$ cat config.mk
export PLATFORM = sky130hd
export DESIGN_NAME = hazard_controller_flat
export DESIGN_NICKNAME = d
export VERILOG_FILES = /design/src/rtl/hazard_controller_pkg.sv /design/src/rtl/hazard_controller_if.sv /design/src/rtl/hazard_controller_hazard_unit.sv /design/src/rtl/hazard_controller.sv /design/src/flat_wrapper.sv
export SDC_FILE = /design/constraint.sdc
export NUM_CORES = 1
export LEC_CHECK = 0
export BUFFER_PORTS_ARGS = -buffer_cell sky130_fd_sc_hd__buf_2
export CORE_MARGIN = 3
export CORE_UTILIZATION = 48
export CTS_CLUSTER_DIAMETER = 40
export DETAILED_ROUTE_END_ITERATION = 8
export PLACE_DENSITY = 0.76
export REMOVE_ABC_BUFFERS = 1
export SLEW_MARGIN = 20
export SYNTH_ARGS = -nofsm -noshare
export SYNTH_HDL_FRONTEND = slang
export SYNTH_SLANG_ARGS = --single-unit
$ cat constraint.sdc
create_clock -name clk -period 2.15 [get_ports clk]
set_input_delay 0.3225 -clock clk [delete_from_list [all_inputs] [get_ports clk]]
set_output_delay 0.3225 -clock clk [all_outputs]
set_load 0.05 [all_outputs]
$ cat src/rtl/hazard_controller_pkg.sv
// Shared types, encodings and the main/ALU decoders for the RV32I hazard-aware control path.
package hazard_controller_pkg;

    typedef enum logic [1:0] {
        FWD_NONE = 2'b00,
        FWD_WB   = 2'b01,
        FWD_MEM  = 2'b10
    } fwd_sel_t;

    typedef enum logic [3:0] {
        ALU_ADD   = 4'd0,
        ALU_SUB   = 4'd1,
        ALU_AND   = 4'd2,
        ALU_OR    = 4'd3,
        ALU_XOR   = 4'd4,
        ALU_SLL   = 4'd5,
        ALU_SRL   = 4'd6,
        ALU_SRA   = 4'd7,
        ALU_SLT   = 4'd8,
        ALU_SLTU  = 4'd9,
        ALU_PASSB = 4'd10
    } alu_op_t;

    localparam logic [1:0] RES_ALU = 2'b00;
    localparam logic [1:0] RES_MEM = 2'b01;
    localparam logic [1:0] RES_PC4 = 2'b10;

    localparam logic [2:0] BR_EQ  = 3'b000;
    localparam logic [2:0] BR_NE  = 3'b001;
    localparam logic [2:0] BR_LT  = 3'b100;
    localparam logic [2:0] BR_GE  = 3'b101;
    localparam logic [2:0] BR_LTU = 3'b110;
    localparam logic [2:0] BR_GEU = 3'b111;

    localparam logic [2:0] IMM_I = 3'b000;
    localparam logic [2:0] IMM_S = 3'b001;
    localparam logic [2:0] IMM_B = 3'b010;
    localparam logic [2:0] IMM_J = 3'b011;
    localparam logic [2:0] IMM_U = 3'b100;

    localparam logic [6:0] OP_LOAD   = 7'b0000011;
    localparam logic [6:0] OP_STORE  = 7'b0100011;
    localparam logic [6:0] OP_R      = 7'b0110011;
    localparam logic [6:0] OP_IMM    = 7'b0010011;
    localparam logic [6:0] OP_BRANCH = 7'b1100011;
    localparam logic [6:0] OP_JAL    = 7'b1101111;
    localparam logic [6:0] OP_JALR   = 7'b1100111;
    localparam logic [6:0] OP_LUI    = 7'b0110111;
    localparam logic [6:0] OP_AUIPC  = 7'b0010111;

    // alu_ctl: 00 add, 01 sub (branch compare), 10 from funct3/funct7, 11 pass immediate
    typedef struct packed {
        logic       reg_write;
        logic [1:0] result_src;
        logic       mem_write;
        logic       jump;
        logic       branch;
        logic       alu_src_a;
        logic       alu_src_b;
        logic [2:0] imm_src;
        logic [1:0] alu_ctl;
        logic       uses_rs1;
        logic       uses_rs2;
    } ctrl_t;

    function automatic ctrl_t main_decode(input logic [6:0] opcode);
        ctrl_t c;
        c          = '0;
        c.uses_rs1 = 1'b1;
        case (opcode)
            OP_LOAD: begin
                c.reg_write  = 1'b1;
                c.result_src = RES_MEM;
                c.alu_src_b  = 1'b1;
            end
            OP_STORE: begin
                c.mem_write = 1'b1;
                c.alu_src_b = 1'b1;
                c.imm_src   = IMM_S;
                c.uses_rs2  = 1'b1;
            end
            OP_R: begin
                c.reg_write = 1'b1;
                c.alu_ctl   = 2'b10;
                c.uses_rs2  = 1'b1;
            end
            OP_IMM: begin
                c.reg_write = 1'b1;
                c.alu_src_b = 1'b1;
                c.alu_ctl   = 2'b10;
            end
            OP_BRANCH: begin
                c.branch   = 1'b1;
                c.imm_src  = IMM_B;
                c.alu_ctl  = 2'b01;
                c.uses_rs2 = 1'b1;
            end
            OP_JAL: begin
                c.reg_write  = 1'b1;
                c.result_src = RES_PC4;
                c.jump       = 1'b1;
                c.imm_src    = IMM_J;
                c.uses_rs1   = 1'b0;
            end
            OP_JALR: begin
                c.reg_write  = 1'b1;
                c.result_src = RES_PC4;
                c.jump       = 1'b1;
                c.alu_src_b  = 1'b1;
            end
            OP_LUI: begin
                c.reg_write = 1'b1;
                c.alu_src_b = 1'b1;
                c.imm_src   = IMM_U;
                c.alu_ctl   = 2'b11;
                c.uses_rs1  = 1'b0;
            end
            OP_AUIPC: begin
                c.reg_write = 1'b1;
                c.alu_src_a = 1'b1;
                c.alu_src_b = 1'b1;
                c.imm_src   = IMM_U;
                c.uses_rs1  = 1'b0;
            end
            default: c = '0;
        endcase
        return c;
    endfunction

    function automatic alu_op_t alu_decode(input logic [1:0] alu_ctl, input logic [2:0] funct3,
                                           input logic funct7b5, input logic opb5);
        alu_op_t op;
        op = ALU_ADD;
        unique case (alu_ctl)
            2'b00: op = ALU_ADD;
            2'b01: op = ALU_SUB;
            2'b11: op = ALU_PASSB;
            2'b10: begin
                unique case (funct3)
                    3'b000: op = (funct7b5 && opb5) ? ALU_SUB : ALU_ADD;
                    3'b001: op = ALU_SLL;
                    3'b010: op = ALU_SLT;
                    3'b011: op = ALU_SLTU;
                    3'b100: op = ALU_XOR;
                    3'b101: op = funct7b5 ? ALU_SRA : ALU_SRL;
                    3'b110: op = ALU_OR;
                    3'b111: op = ALU_AND;
                endcase
            end
        endcase
        return op;
    endfunction

endpackage

$ cat src/rtl/hazard_controller_if.sv
// Control bus between the datapath (master) and hazard_controller (slave).
interface hazard_controller_if
    import hazard_controller_pkg::*;
#(
    parameter int unsigned CNT_W = 16
);
    logic [31:0]      instr_d;
    logic             zero_e;
    logic             lt_e;
    logic             ltu_e;
    logic [2:0]       imm_src_d;
    logic             alu_src_a_e;
    logic             alu_src_b_e;
    alu_op_t          alu_op_e;
    logic [1:0]       result_src_e;
    logic [1:0]       result_src_w;
    logic             mem_write_m;
    logic [2:0]       funct3_m;
    logic             reg_write_m;
    logic             reg_write_w;
    logic             pc_src_e;
    logic             stall_f;
    logic             stall_d;
    logic             flush_d;
    logic             flush_e;
    fwd_sel_t         fwd_a_e;
    fwd_sel_t         fwd_b_e;
    logic [CNT_W-1:0] stall_cnt;
    logic [CNT_W-1:0] flush_cnt;

    modport master (
        output instr_d, zero_e, lt_e, ltu_e,
        input  imm_src_d, alu_src_a_e, alu_src_b_e, alu_op_e, result_src_e, result_src_w,
        input  mem_write_m, funct3_m, reg_write_m, reg_write_w, pc_src_e,
        input  stall_f, stall_d, flush_d, flush_e, fwd_a_e, fwd_b_e, stall_cnt, flush_cnt
    );

    modport slave (
        input  instr_d, zero_e, lt_e, ltu_e,
        output imm_src_d, alu_src_a_e, alu_src_b_e, alu_op_e, result_src_e, result_src_w,
        output mem_write_m, funct3_m, reg_write_m, reg_write_w, pc_src_e,
        output stall_f, stall_d, flush_d, flush_e, fwd_a_e, fwd_b_e, stall_cnt, flush_cnt
    );
endinterface

$ cat src/rtl/hazard_controller_hazard_unit.sv
// Combinational hazard detection: forwarding selects, load-use/interlock stalls, branch flushes.
module hazard_unit
    import hazard_controller_pkg::*;
#(
    parameter bit          FWD_EN     = 1'b1,
    parameter int unsigned REG_ADDR_W = 5
) (
    input  logic [REG_ADDR_W-1:0] i_rs1_d,
    input  logic [REG_ADDR_W-1:0] i_rs2_d,
    input  logic                  i_uses_rs1_d,
    input  logic                  i_uses_rs2_d,
    input  logic [REG_ADDR_W-1:0] i_rs1_e,
    input  logic [REG_ADDR_W-1:0] i_rs2_e,
    input  logic [REG_ADDR_W-1:0] i_rd_e,
    input  logic [REG_ADDR_W-1:0] i_rd_m,
    input  logic [REG_ADDR_W-1:0] i_rd_w,
    input  logic                  i_reg_write_e,
    input  logic                  i_reg_write_m,
    input  logic                  i_reg_write_w,
    input  logic [1:0]            i_result_src_e,
    input  logic                  i_pc_src_e,
    output logic                  o_stall_f,
    output logic                  o_stall_d,
    output logic                  o_flush_d,
    output logic                  o_flush_e,
    output fwd_sel_t              o_fwd_a_e,
    output fwd_sel_t              o_fwd_b_e
);

    logic w_dep_e;
    logic w_dep_m;
    logic w_load_use;
    logic w_interlock;
    logic w_hazard;

    function automatic fwd_sel_t fwd_pick(input logic [REG_ADDR_W-1:0] rs,
                                          input logic [REG_ADDR_W-1:0] rd_m,
                                          input logic wr_m,
                                          input logic [REG_ADDR_W-1:0] rd_w,
                                          input logic wr_w);
        if (wr_m && (rd_m != '0) && (rd_m == rs)) begin
            return FWD_MEM;
        end else if (wr_w && (rd_w != '0) && (rd_w == rs)) begin
            return FWD_WB;
        end
        return FWD_NONE;
    endfunction

    always_comb begin
        o_fwd_a_e = FWD_NONE;
        o_fwd_b_e = FWD_NONE;
        if (FWD_EN) begin
            o_fwd_a_e = fwd_pick(i_rs1_e, i_rd_m, i_reg_write_m, i_rd_w, i_reg_write_w);
            o_fwd_b_e = fwd_pick(i_rs2_e, i_rd_m, i_reg_write_m, i_rd_w, i_reg_write_w);
        end
    end

    // Does a source operand used in Decode name the destination of E or M?
    assign w_dep_e = (i_rd_e != '0) && ((i_uses_rs1_d && (i_rs1_d == i_rd_e)) ||
                                        (i_uses_rs2_d && (i_rs2_d == i_rd_e)));
    assign w_dep_m = (i_rd_m != '0) && ((i_uses_rs1_d && (i_rs1_d == i_rd_m)) ||
                                        (i_uses_rs2_d && (i_rs2_d == i_rd_m)));

    assign w_load_use  = w_dep_e && (i_result_src_e == RES_MEM);
    assign w_interlock = (w_dep_e && i_reg_write_e) || (w_dep_m && i_reg_write_m);
    assign w_hazard    = FWD_EN ? w_load_use : w_interlock;

    // A taken branch discards the stalled instruction anyway, so the flush wins.
    assign o_stall_f = w_hazard && !i_pc_src_e;
    assign o_stall_d = w_hazard && !i_pc_src_e;
    assign o_flush_d = i_pc_src_e;
    assign o_flush_e = w_hazard || i_pc_src_e;

endmodule

$ cat src/rtl/hazard_controller.sv
// Pipelined RV32I control path with built-in forwarding, stall/flush generation and counters.
module hazard_controller
    import hazard_controller_pkg::*;
#(
    parameter int unsigned REG_ADDR_W = 5,
    parameter bit          FWD_EN     = 1'b1,
    parameter int unsigned CNT_W      = 16
) (
    input logic                clk,
    input logic                rst,
    hazard_controller_if.slave bus
);

    typedef struct packed {
        logic                  reg_write;
        logic [1:0]            result_src;
        logic                  mem_write;
        logic                  jump;
        logic                  branch;
        alu_op_t               alu_op;
        logic                  alu_src_a;
        logic                  alu_src_b;
        logic [2:0]            funct3;
        logic [REG_ADDR_W-1:0] rd;
        logic [REG_ADDR_W-1:0] rs1;
        logic [REG_ADDR_W-1:0] rs2;
    } de_t;

    typedef struct packed {
        logic                  reg_write;
        logic [1:0]            result_src;
        logic                  mem_write;
        logic [2:0]            funct3;
        logic [REG_ADDR_W-1:0] rd;
    } em_t;

    typedef struct packed {
        logic                  reg_write;
        logic [1:0]            result_src;
        logic [REG_ADDR_W-1:0] rd;
    } mw_t;

    ctrl_t                 w_ctrl_d;
    de_t                   w_de_d;
    de_t                   r_de;
    em_t                   r_em;
    mw_t                   r_mw;
    logic [REG_ADDR_W-1:0] w_rs1_d;
    logic [REG_ADDR_W-1:0] w_rs2_d;
    logic                  w_cond;
    logic                  w_pc_src_e;
    logic                  w_stall_d;
    logic                  w_flush_e;
    logic [CNT_W-1:0]      r_stall_cnt;
    logic [CNT_W-1:0]      r_flush_cnt;
    logic                  w_unused;

    assign w_ctrl_d = main_decode(bus.instr_d[6:0]);
    assign w_rs1_d  = bus.instr_d[15 +: REG_ADDR_W];
    assign w_rs2_d  = bus.instr_d[20 +: REG_ADDR_W];
    assign w_unused = ^{bus.instr_d[31], bus.instr_d[29:25]};

    always_comb begin
        w_de_d            = '0;
        w_de_d.reg_write  = w_ctrl_d.reg_write;
        w_de_d.result_src = w_ctrl_d.result_src;
        w_de_d.mem_write  = w_ctrl_d.mem_write;
        w_de_d.jump       = w_ctrl_d.jump;
        w_de_d.branch     = w_ctrl_d.branch;
        w_de_d.alu_op     = alu_decode(w_ctrl_d.alu_ctl, bus.instr_d[14:12], bus.instr_d[30],
                                       bus.instr_d[5]);
        w_de_d.alu_src_a  = w_ctrl_d.alu_src_a;
        w_de_d.alu_src_b  = w_ctrl_d.alu_src_b;
        w_de_d.funct3     = bus.instr_d[14:12];
        w_de_d.rd         = bus.instr_d[7 +: REG_ADDR_W];
        w_de_d.rs1        = w_rs1_d;
        w_de_d.rs2        = w_rs2_d;
    end

    always_comb begin
        w_cond = 1'b0;
        case (r_de.funct3)
            BR_EQ:   w_cond = bus.zero_e;
            BR_NE:   w_cond = !bus.zero_e;
            BR_LT:   w_cond = bus.lt_e;
            BR_GE:   w_cond = !bus.lt_e;
            BR_LTU:  w_cond = bus.ltu_e;
            BR_GEU:  w_cond = !bus.ltu_e;
            default: w_cond = 1'b0;
        endcase
    end

    assign w_pc_src_e = r_de.jump || (r_de.branch && w_cond);

    hazard_unit #(
        .FWD_EN     (FWD_EN),
        .REG_ADDR_W (REG_ADDR_W)
    ) u_hazard_unit (
        .i_rs1_d        (w_rs1_d),
        .i_rs2_d        (w_rs2_d),
        .i_uses_rs1_d   (w_ctrl_d.uses_rs1),
        .i_uses_rs2_d   (w_ctrl_d.uses_rs2),
        .i_rs1_e        (r_de.rs1),
        .i_rs2_e        (r_de.rs2),
        .i_rd_e         (r_de.rd),
        .i_rd_m         (r_em.rd),
        .i_rd_w         (r_mw.rd),
        .i_reg_write_e  (r_de.reg_write),
        .i_reg_write_m  (r_em.reg_write),
        .i_reg_write_w  (r_mw.reg_write),
        .i_result_src_e (r_de.result_src),
        .i_pc_src_e     (w_pc_src_e),
        .o_stall_f      (bus.stall_f),
        .o_stall_d      (w_stall_d),
        .o_flush_d      (bus.flush_d),
        .o_flush_e      (w_flush_e),
        .o_fwd_a_e      (bus.fwd_a_e),
        .o_fwd_b_e      (bus.fwd_b_e)
    );

    // Bubbles are all-zero so no stale result_src can fake a later load-use hazard.
    always_ff @(posedge clk) begin
        if (rst || w_flush_e) begin
            r_de <= '0;
        end else begin
            r_de <= w_de_d;
        end
    end

    always_ff @(posedge clk) begin
        if (rst) begin
            r_em <= '0;
            r_mw <= '0;
        end else begin
            r_em.reg_write  <= r_de.reg_write;
            r_em.result_src <= r_de.result_src;
            r_em.mem_write  <= r_de.mem_write;
            r_em.funct3     <= r_de.funct3;
            r_em.rd         <= r_de.rd;
            r_mw.reg_write  <= r_em.reg_write;
            r_mw.result_src <= r_em.result_src;
            r_mw.rd         <= r_em.rd;
        end
    end

    always_ff @(posedge clk) begin
        if (rst) begin
            r_stall_cnt <= '0;
            r_flush_cnt <= '0;
        end else begin
            if (w_stall_d) begin
                r_stall_cnt <= r_stall_cnt + CNT_W'(1);
            end
            if (w_pc_src_e) begin
                r_flush_cnt <= r_flush_cnt + CNT_W'(1);
            end
        end
    end

    assign bus.imm_src_d    = w_ctrl_d.imm_src;
    assign bus.alu_src_a_e  = r_de.alu_src_a;
    assign bus.alu_src_b_e  = r_de.alu_src_b;
    assign bus.alu_op_e     = r_de.alu_op;
    assign bus.result_src_e = r_de.result_src;
    assign bus.result_src_w = r_mw.result_src;
    assign bus.mem_write_m  = r_em.mem_write;
    assign bus.funct3_m     = r_em.funct3;
    assign bus.reg_write_m  = r_em.reg_write;
    assign bus.reg_write_w  = r_mw.reg_write;
    assign bus.pc_src_e     = w_pc_src_e;
    assign bus.stall_d      = w_stall_d;
    assign bus.flush_e      = w_flush_e;
    assign bus.stall_cnt    = r_stall_cnt;
    assign bus.flush_cnt    = r_flush_cnt;

endmodule

$ cat src/flat_wrapper.sv
// flat-port wrapper written by rule: the top's interface ports become plain ports
module hazard_controller_flat import hazard_controller_pkg::*;
#(
    parameter int unsigned REG_ADDR_W = 5,
    parameter bit          FWD_EN     = 1'b1,
    parameter int unsigned CNT_W      = 16
)
  (clk, rst, bus_instr_d, bus_zero_e, bus_lt_e, bus_ltu_e, bus_imm_src_d, bus_alu_src_a_e, bus_alu_src_b_e, bus_alu_op_e, bus_result_src_e, bus_result_src_w, bus_mem_write_m, bus_funct3_m, bus_reg_write_m, bus_reg_write_w, bus_pc_src_e, bus_stall_f, bus_stall_d, bus_flush_d, bus_flush_e, bus_fwd_a_e, bus_fwd_b_e, bus_stall_cnt, bus_flush_cnt);
  hazard_controller_if #(.CNT_W(CNT_W)) bus_i ();
  input logic clk;
  input logic rst;
  input wire logic [$bits(bus_i.instr_d)-1:0] bus_instr_d;
  input wire logic [$bits(bus_i.zero_e)-1:0] bus_zero_e;
  input wire logic [$bits(bus_i.lt_e)-1:0] bus_lt_e;
  input wire logic [$bits(bus_i.ltu_e)-1:0] bus_ltu_e;
  output wire logic [$bits(bus_i.imm_src_d)-1:0] bus_imm_src_d;
  output wire logic [$bits(bus_i.alu_src_a_e)-1:0] bus_alu_src_a_e;
  output wire logic [$bits(bus_i.alu_src_b_e)-1:0] bus_alu_src_b_e;
  output wire logic [$bits(bus_i.alu_op_e)-1:0] bus_alu_op_e;
  output wire logic [$bits(bus_i.result_src_e)-1:0] bus_result_src_e;
  output wire logic [$bits(bus_i.result_src_w)-1:0] bus_result_src_w;
  output wire logic [$bits(bus_i.mem_write_m)-1:0] bus_mem_write_m;
  output wire logic [$bits(bus_i.funct3_m)-1:0] bus_funct3_m;
  output wire logic [$bits(bus_i.reg_write_m)-1:0] bus_reg_write_m;
  output wire logic [$bits(bus_i.reg_write_w)-1:0] bus_reg_write_w;
  output wire logic [$bits(bus_i.pc_src_e)-1:0] bus_pc_src_e;
  output wire logic [$bits(bus_i.stall_f)-1:0] bus_stall_f;
  output wire logic [$bits(bus_i.stall_d)-1:0] bus_stall_d;
  output wire logic [$bits(bus_i.flush_d)-1:0] bus_flush_d;
  output wire logic [$bits(bus_i.flush_e)-1:0] bus_flush_e;
  output wire logic [$bits(bus_i.fwd_a_e)-1:0] bus_fwd_a_e;
  output wire logic [$bits(bus_i.fwd_b_e)-1:0] bus_fwd_b_e;
  output wire logic [$bits(bus_i.stall_cnt)-1:0] bus_stall_cnt;
  output wire logic [$bits(bus_i.flush_cnt)-1:0] bus_flush_cnt;
  assign bus_i.instr_d = bus_instr_d;
  assign bus_i.zero_e = bus_zero_e;
  assign bus_i.lt_e = bus_lt_e;
  assign bus_i.ltu_e = bus_ltu_e;
  assign bus_imm_src_d = bus_i.imm_src_d;
  assign bus_alu_src_a_e = bus_i.alu_src_a_e;
  assign bus_alu_src_b_e = bus_i.alu_src_b_e;
  assign bus_alu_op_e = bus_i.alu_op_e;
  assign bus_result_src_e = bus_i.result_src_e;
  assign bus_result_src_w = bus_i.result_src_w;
  assign bus_mem_write_m = bus_i.mem_write_m;
  assign bus_funct3_m = bus_i.funct3_m;
  assign bus_reg_write_m = bus_i.reg_write_m;
  assign bus_reg_write_w = bus_i.reg_write_w;
  assign bus_pc_src_e = bus_i.pc_src_e;
  assign bus_stall_f = bus_i.stall_f;
  assign bus_stall_d = bus_i.stall_d;
  assign bus_flush_d = bus_i.flush_d;
  assign bus_flush_e = bus_i.flush_e;
  assign bus_fwd_a_e = bus_i.fwd_a_e;
  assign bus_fwd_b_e = bus_i.fwd_b_e;
  assign bus_stall_cnt = bus_i.stall_cnt;
  assign bus_flush_cnt = bus_i.flush_cnt;
  hazard_controller #(.REG_ADDR_W(REG_ADDR_W), .FWD_EN(FWD_EN), .CNT_W(CNT_W)) u_core (.clk(clk), .rst(rst), .bus(bus_i));
endmodule
Word-level counts from Yosys, hierarchy flattened

Index checks and enable logic that the tools add are counted.
Widths: inputs -> output; s select.

Word-level logic and storage cells: 115
Output and inout bits: 60
Bits of input ports: 37
Flip-flop bits (word level): 82

Reductions and logical operators: 34
Equality and inequality tests: 31
Muxes and demuxes: 26
Add/sub/neg operators: 2

Operator list:

| operator              | count |
|---|---|
| $add 16x1->16 const B | 2 |
| $pmux 4 s8            | 1 |
| $eq 5x5->1            | 6 |
| $eq 3x3->1 const B    | 8 |
| $eq 7x6->1 const B    | 3 |
| $eq 7x7->1 const B    | 3 |
| $pmux 4 s4            | 1 |
| $reduce_bool 5->1     | 3 |
| $eq 7x5->1 const B    | 2 |
| $mux 1                | 14 |
| $logic_and 1x1->1     | 13 |
| $mux 2                | 6 |
| $pmux 3 s4            | 1 |
| $reduce_or 6->1       | 2 |
| $eq 7x2->1 const B    | 1 |
| $reduce_or 7->1       | 1 |
| $eq 3x1->1 const B    | 2 |
| $eq 3x2->1 const B    | 2 |
| $logic_not 3->1       | 2 |
| $pmux 1 s6            | 1 |
| $pmux 2 s3            | 1 |
| $reduce_or 2->1       | 3 |
| $eq 2x1->1 const B    | 2 |
| $eq 2x2->1 const B    | 2 |
| other kinds (5)       | 11 |

Longest topological paths before layout

Depth in word-level cells: 9
Mapped depth: 8
Mapped depth without buffers: 6

Modules after synthesis

Synthesis repeated with hierarchy kept, for this count alone.

Cells, all modules: 378
Area total of the unflattened synthesis: 3,535.9 um^2

By module, submodules not included:

| module            | area an instance (um^2) | instances | cells each | sequential area each (um^2) |
|---|---|---|---|---|
| hazard_controller | 3,108.0                 | 1         | 325        | 1,641.6 |
| hazard_unit       | 427.9                   | 1         | 53         | 0.0 |

Worst setup path before layout

OpenSTA, ideal clock, no wires.

Path kind: reg2out
Start: register u_core.r_em, in the netlist u_core.bus.reg_write_m
End: output bus_fwd_a_e[0]
Data arrival time: 3.222 ns
Cell stages (with the launch flop): 4
Path buffers: 0
Slack: -1.394 ns
Data required time: 1.827 ns
Path through: dfxtp_1 -> o21ai_0 -> nor4_1 -> nor4_1

Longest elaborated chain between the ends: 4
Elaborated cells between the ends (all ways): 5
Classes of those cells: mux (3); reduce/logical (2)

RTL lines:

| item                                    | RTL line                            | source |
|---|---|---|
| from (decl)                             | hazard_controller.sv:46             | `em_t r_em;` |
| $logic_and 1x1->1 (*) (2 in a row)      | hazard_controller_hazard_unit.sv:41 | `if (wr_m && (rd_m != '0) && (rd_m == rs)) begin` |
| $mux 2 / $mux 1 (equally long branches) | hazard_controller_hazard_unit.sv:41 |  |
| $mux 2 (*)                              | hazard_controller_hazard_unit.sv:46 | `return FWD_NONE;` |
| to (decl)                               | flat_wrapper.sv:31                  | `output wire logic [$bits(bus_i.fwd_a_e)-1:0] bus_fwd_a_e;` |

Mark *: on every way between the ends. The rest lies on a longest branch, timed or not.

Worst setup path in the final report

Start: register u_core.r_em[2] (netlist bit)
End: output bus_fwd_a_e[0]

Longest elaborated chain between the ends: 5
Elaborated cells between the ends (all ways): 7
Classes of those cells: eq/ne (1); mux (3); reduce/logical (3)

RTL lines:

| item                                    | RTL line |
|---|---|
| $reduce_bool 5->1                       | hazard_controller_hazard_unit.sv:41 |
| $logic_and 1x1->1                       | hazard_controller_hazard_unit.sv:41 |
| $logic_and 1x1->1 (*)                   | hazard_controller_hazard_unit.sv:41 |
| $mux 2 / $mux 1 (equally long branches) | hazard_controller_hazard_unit.sv:41 |
| $mux 2 (*)                              | hazard_controller_hazard_unit.sv:46 |

Marks and branches as above.

==> metrics.md <==
| Metric | Value |
|---|---|
| Maximum fanout count along the critical path | 2 |
| Number of filler instances in the final layout | 598 |
| Hold Path Class | input pin to flip-flop |
| Kind of launch point of the worst setup path | flip-flop |
| # hold bufs at CTS | 0 |
| WP data required | 1.83 ns |
| Post-synthesis sequential element count | 82 |
| Proportion of synthesized chip area in sequential cells | 0.431 |
| Maximum ir drop on the vdd rail | 0.000462 V |
| Clock edge transition at the registers on the reported setup and hold paths | ~0.090 ns |
| Area after DPL | 4390 um2 |
| Area of combinational cells with multiple inputs | about 2100 um2 |
| Number of setup violations in the final report | 5 |
| Final Hold Violating Endpoints | 0 |
| FP Rows | 31 |
| Die width | ~95 um |
| Worst-skew pair later-pin latency | about 0.35 ns |
| Proportion of synthesized flip-flops having asynchronous set or reset | 0 |
| Initial cell density of the core | 0.508 |
| Static power due to leakage | 2.09 nW |
| Count of distinct cell types in the synthesized netlist | 57 |
| Failing checks | negative setup slack |
| Number of nets with antenna violations after routing | 0 |
| GP Congestion | 0.895 |
| Clock sink count | 82 |
| Vias after detailed routing | 3394 |
| Number of enable flip-flop cells after synthesis | 0 |
| Die Outline Area | about 9000 um2 |
| Category of the worst setup path capture point | output port |
| Beginning of the worst register-to-register path | u_core.r_de[10] |
| Aggregate global routing overflow | 0 |
| RSZ-0062 raised after global routing | yes |
| Areal power density over the cells | 620 nW/um2 |
| R2R Setup Slk | 0.06 ns |
| Avg Vias per Cell | around 5.5 |
| Area added between synthesis and finish | 32.4% |
| Sink of the worst hold path | u_core.r_de[11] |
| DRC violations left | 0 |
| Setup WS post-layout | -0.230 ns |
| Height of the die | 95.0 um |
| Root buffer selected by CTS | sky130_fd_sc_hd__clkbuf_8 |
| Count of warnings emitted by yosys | 0 |
| Status | finished with violations |
| Port Buffer Count | 90 |
| Cell area after synthesis | 3810 um2 |
| Clock buffer depth | 2 |
| Final HPWL DP | 6.32 mm |
| H-tree levels | 3 |
| Start-to-end type of the worst setup path | flip-flop to output port |
| Share of final-layout standard cells stronger than drive strength 1 | 0.385 |
| Fmax | 420 MHz |
| Placeable Area | 7490 um2 |
| Storage cell area | 1670 um2 |
| Number of antenna violations at the first check in global routing | 0 |
| Worst clock skew on the final layout | approximately 0.011 ns |
| Number of buffers added by the clock tree synthesis step | 9 |
| Antenna Diode Count | 0 |
| Hold slack | about 0.16 ns |
| Wire length reported by the detailed router | 9.72 mm |
| Count of boundary I/O pins | 97 |
| CTS tree | done |
| Number of cells on the worst reg-to-reg path | 8 |
| Max-slew violations | 0 |
| Summed negative setup slack over all endpoints | -0.532 ns |
| Routed len/inst | 15.7 um |
| Worst slew margin | 0.649 |
| Global router's overall resource usage | 0.216 |
| Start point of the worst min-delay path | bus_instr_d[8] |
| Setup WS pre-CTS | -0.237 ns |
| Worst r2r dst | u_core.r_de[26] |
| Wire length of the first global-routing pass | 15.2 mm |
| Critical path data arrival time | 2.06 ns |
| Number of iterations in the first detailed-routing pass | 4 |
| Worst hold stages | 2 |
| Maximum number of pins on one net before global-route repair | 28 |
| Via count of the first global-routing pass | 3119 |
| DRC marker count from the first detailed-route iteration | 103 |
| Most used DFF post-synth | sky130_fd_sc_hd__dfxtp_1 |
| Cell area after layout | just over 5000 um2 |
| Mean post-synth cell area | 9.44 um2 |
| Period Utilization, post-route | 1.11 |
| Layout Nets | 553 |
| Max capacitance violation total | 0 |
| Final worst path period need | 2.38 ns |
| Syn Inst Count | ~400 |
| Worst Tran Pin Value | 0.525 ns |
power by group:
group          internal, mW  total, mW  switching [mW]
combinational         0.127      0.284           0.156
sequential             1.55       1.58          0.0305
clock                 0.693       1.26           0.569
repair_timing:
item	4_1_cts	5_1_grt
resized for setup	39	34
pin swaps	11	20
cloned	2	0
buffers inserted	12	4
setup endpoints to repair	9	36
worst max path at each step:
| stage | cells past startpoint | startpoint | to |
|---|---|---|---|
| after floorplan | 3 | u_core.bus.reg_write_m | bus_fwd_a_e[0] |
| final | 5 | u_core.r_em[2] | bus_fwd_a_e[0] |
| after CTS | 5 | u_core.r_mw[4] | bus_fwd_a_e[0] |
| after global routing | 5 | u_core.r_em[2] | bus_fwd_a_e[0] |
| after detailed placement | 6 | bus_instr_d[6] | bus_flush_e |
| after global placement | 6 | bus_instr_d[16] | bus_flush_e |
metrics by stage:
stage	utilization	power, mW	std cells
detailed placement	0.586	1.84	585
global route	0.673	3.24	618
global placement	0.586	1.83	585
floorplan	-	1.72	368
finish	0.673	3.12	618
CTS	0.654	3.11	615
sequential cells by signal (all words and copies together), names as in the netlist:
register,flops
u_core.bus.alu_op_e,4
u_core.bus.alu_src_a_e,1
u_core.bus.alu_src_b_e,1
u_core.bus.flush_cnt,16
u_core.bus.funct3_m,3
u_core.bus.mem_write_m,1
u_core.bus.reg_write_m,1
u_core.bus.reg_write_w,1
u_core.bus.result_src_e,2
u_core.bus.result_src_w,2
u_core.bus.stall_cnt,16
u_core.r_de,22
u_core.r_em,7
u_core.r_mw,5
synthesized netlist by cell type (2+ instances only):
cell / instances / area, um2
sky130_fd_sc_hd__nor2b_1: 24 / 150
sky130_fd_sc_hd__and3_1: 7 / 43.8
sky130_fd_sc_hd__or4_1: 20 / 150
sky130_fd_sc_hd__nand2_1: 15 / 56.3
sky130_fd_sc_hd__a2111oi_2: 3 / 45.0
sky130_fd_sc_hd__and2_1: 18 / 113
sky130_fd_sc_hd__o21a_1: 2 / 15.0
sky130_fd_sc_hd__a211oi_1: 5 / 37.5
sky130_fd_sc_hd__dfxtp_1: 82 / 1640
sky130_fd_sc_hd__a2111oi_1: 3 / 30.0
sky130_fd_sc_hd__nand4_1: 9 / 56.3
sky130_fd_sc_hd__o31ai_1: 14 / 105
sky130_fd_sc_hd__clkbuf_1: 9 / 33.8
sky130_fd_sc_hd__nand3_1: 15 / 75.1
sky130_fd_sc_hd__buf_6: 2 / 22.5
sky130_fd_sc_hd__buf_4: 17 / 128
sky130_fd_sc_hd__nor4_1: 6 / 37.5
sky130_fd_sc_hd__o21ai_0: 6 / 30.0
sky130_fd_sc_hd__xnor2_1: 25 / 219
sky130_fd_sc_hd__nor3_1: 4 / 20.0
sky130_fd_sc_hd__buf_2: 7 / 35.0
sky130_fd_sc_hd__a31oi_1: 2 / 12.5
sky130_fd_sc_hd__and4_1: 3 / 26.3
sky130_fd_sc_hd__inv_1: 6 / 22.5
sky130_fd_sc_hd__nor2_1: 24 / 90.1
sky130_fd_sc_hd__ha_1: 2 / 25.0
sky130_fd_sc_hd__nor3b_1: 2 / 15.0
sky130_fd_sc_hd__xor2_1: 21 / 184
sky130_fd_sc_hd__a21oi_1: 22 / 110
kinds of logic (layout without fill, tap and decap cells):
kind of cell | Yosys count | count (layout) | share of synthesized area
simple gates | 159 | 159 | 0.250
flops | 82 | 82 | 0.431
compound gates | 69 | 70 | 0.131
xor+xnor | 46 | 46 | 0.106
buf+inv | 42 | 157 | 0.0644
mux | 3 | 3 | 0.0115
fa+ha+maj | 2 | 2 | 0.00657
per-layer routing:
layer	track usage	vias up	share of wire
li1	-	1655	-
met2	0.355	131	0.49
met3	0.0426	17	0.060
met1	0.280	1591	0.43
met5	0	-	0
met4	0.0841	0	0.023
cell usage in the layout (no fill, tap or decap), drive strengths merged, types with 8 or more instances in the layout:
cell    netlist  layout
xnor2        25      25
nand3        15      15
buf          26     134
inv           7       8
xor2         21      21
nor2b        24      24
and2         19      19
dfxtp        82      82
or4          20      20
a21oi        22      22
nor2         24      24
nand4        10      10
nand2        15      15
o31ai        14      14
clkbuf        9      11
layout make-up:
| class | instances | share of cell area |
|---|---|---|
| multi-input combinational | 280 | 0.423 |
| sequential | 82 | 0.330 |
| timing repair buffer | 134 | 0.171 |
| clock buffer | 11 | 0.0280 |
| tap | 99 | 0.0246 |
| clock inverter | 5 | 0.0169 |
| inverter | 7 | 0.00571 |
worst max-delay path, stage by stage (launching register included):
cell	delay [ns]
sky130_fd_sc_hd__dfxtp_1	0.32
sky130_fd_sc_hd__or4_4	0.54
sky130_fd_sc_hd__o21ai_4	0.21
sky130_fd_sc_hd__nor4_4	0.07
sky130_fd_sc_hd__nor4_4	0.35
sky130_fd_sc_hd__buf_6	0.21
(Power assumes the default switching activity.)
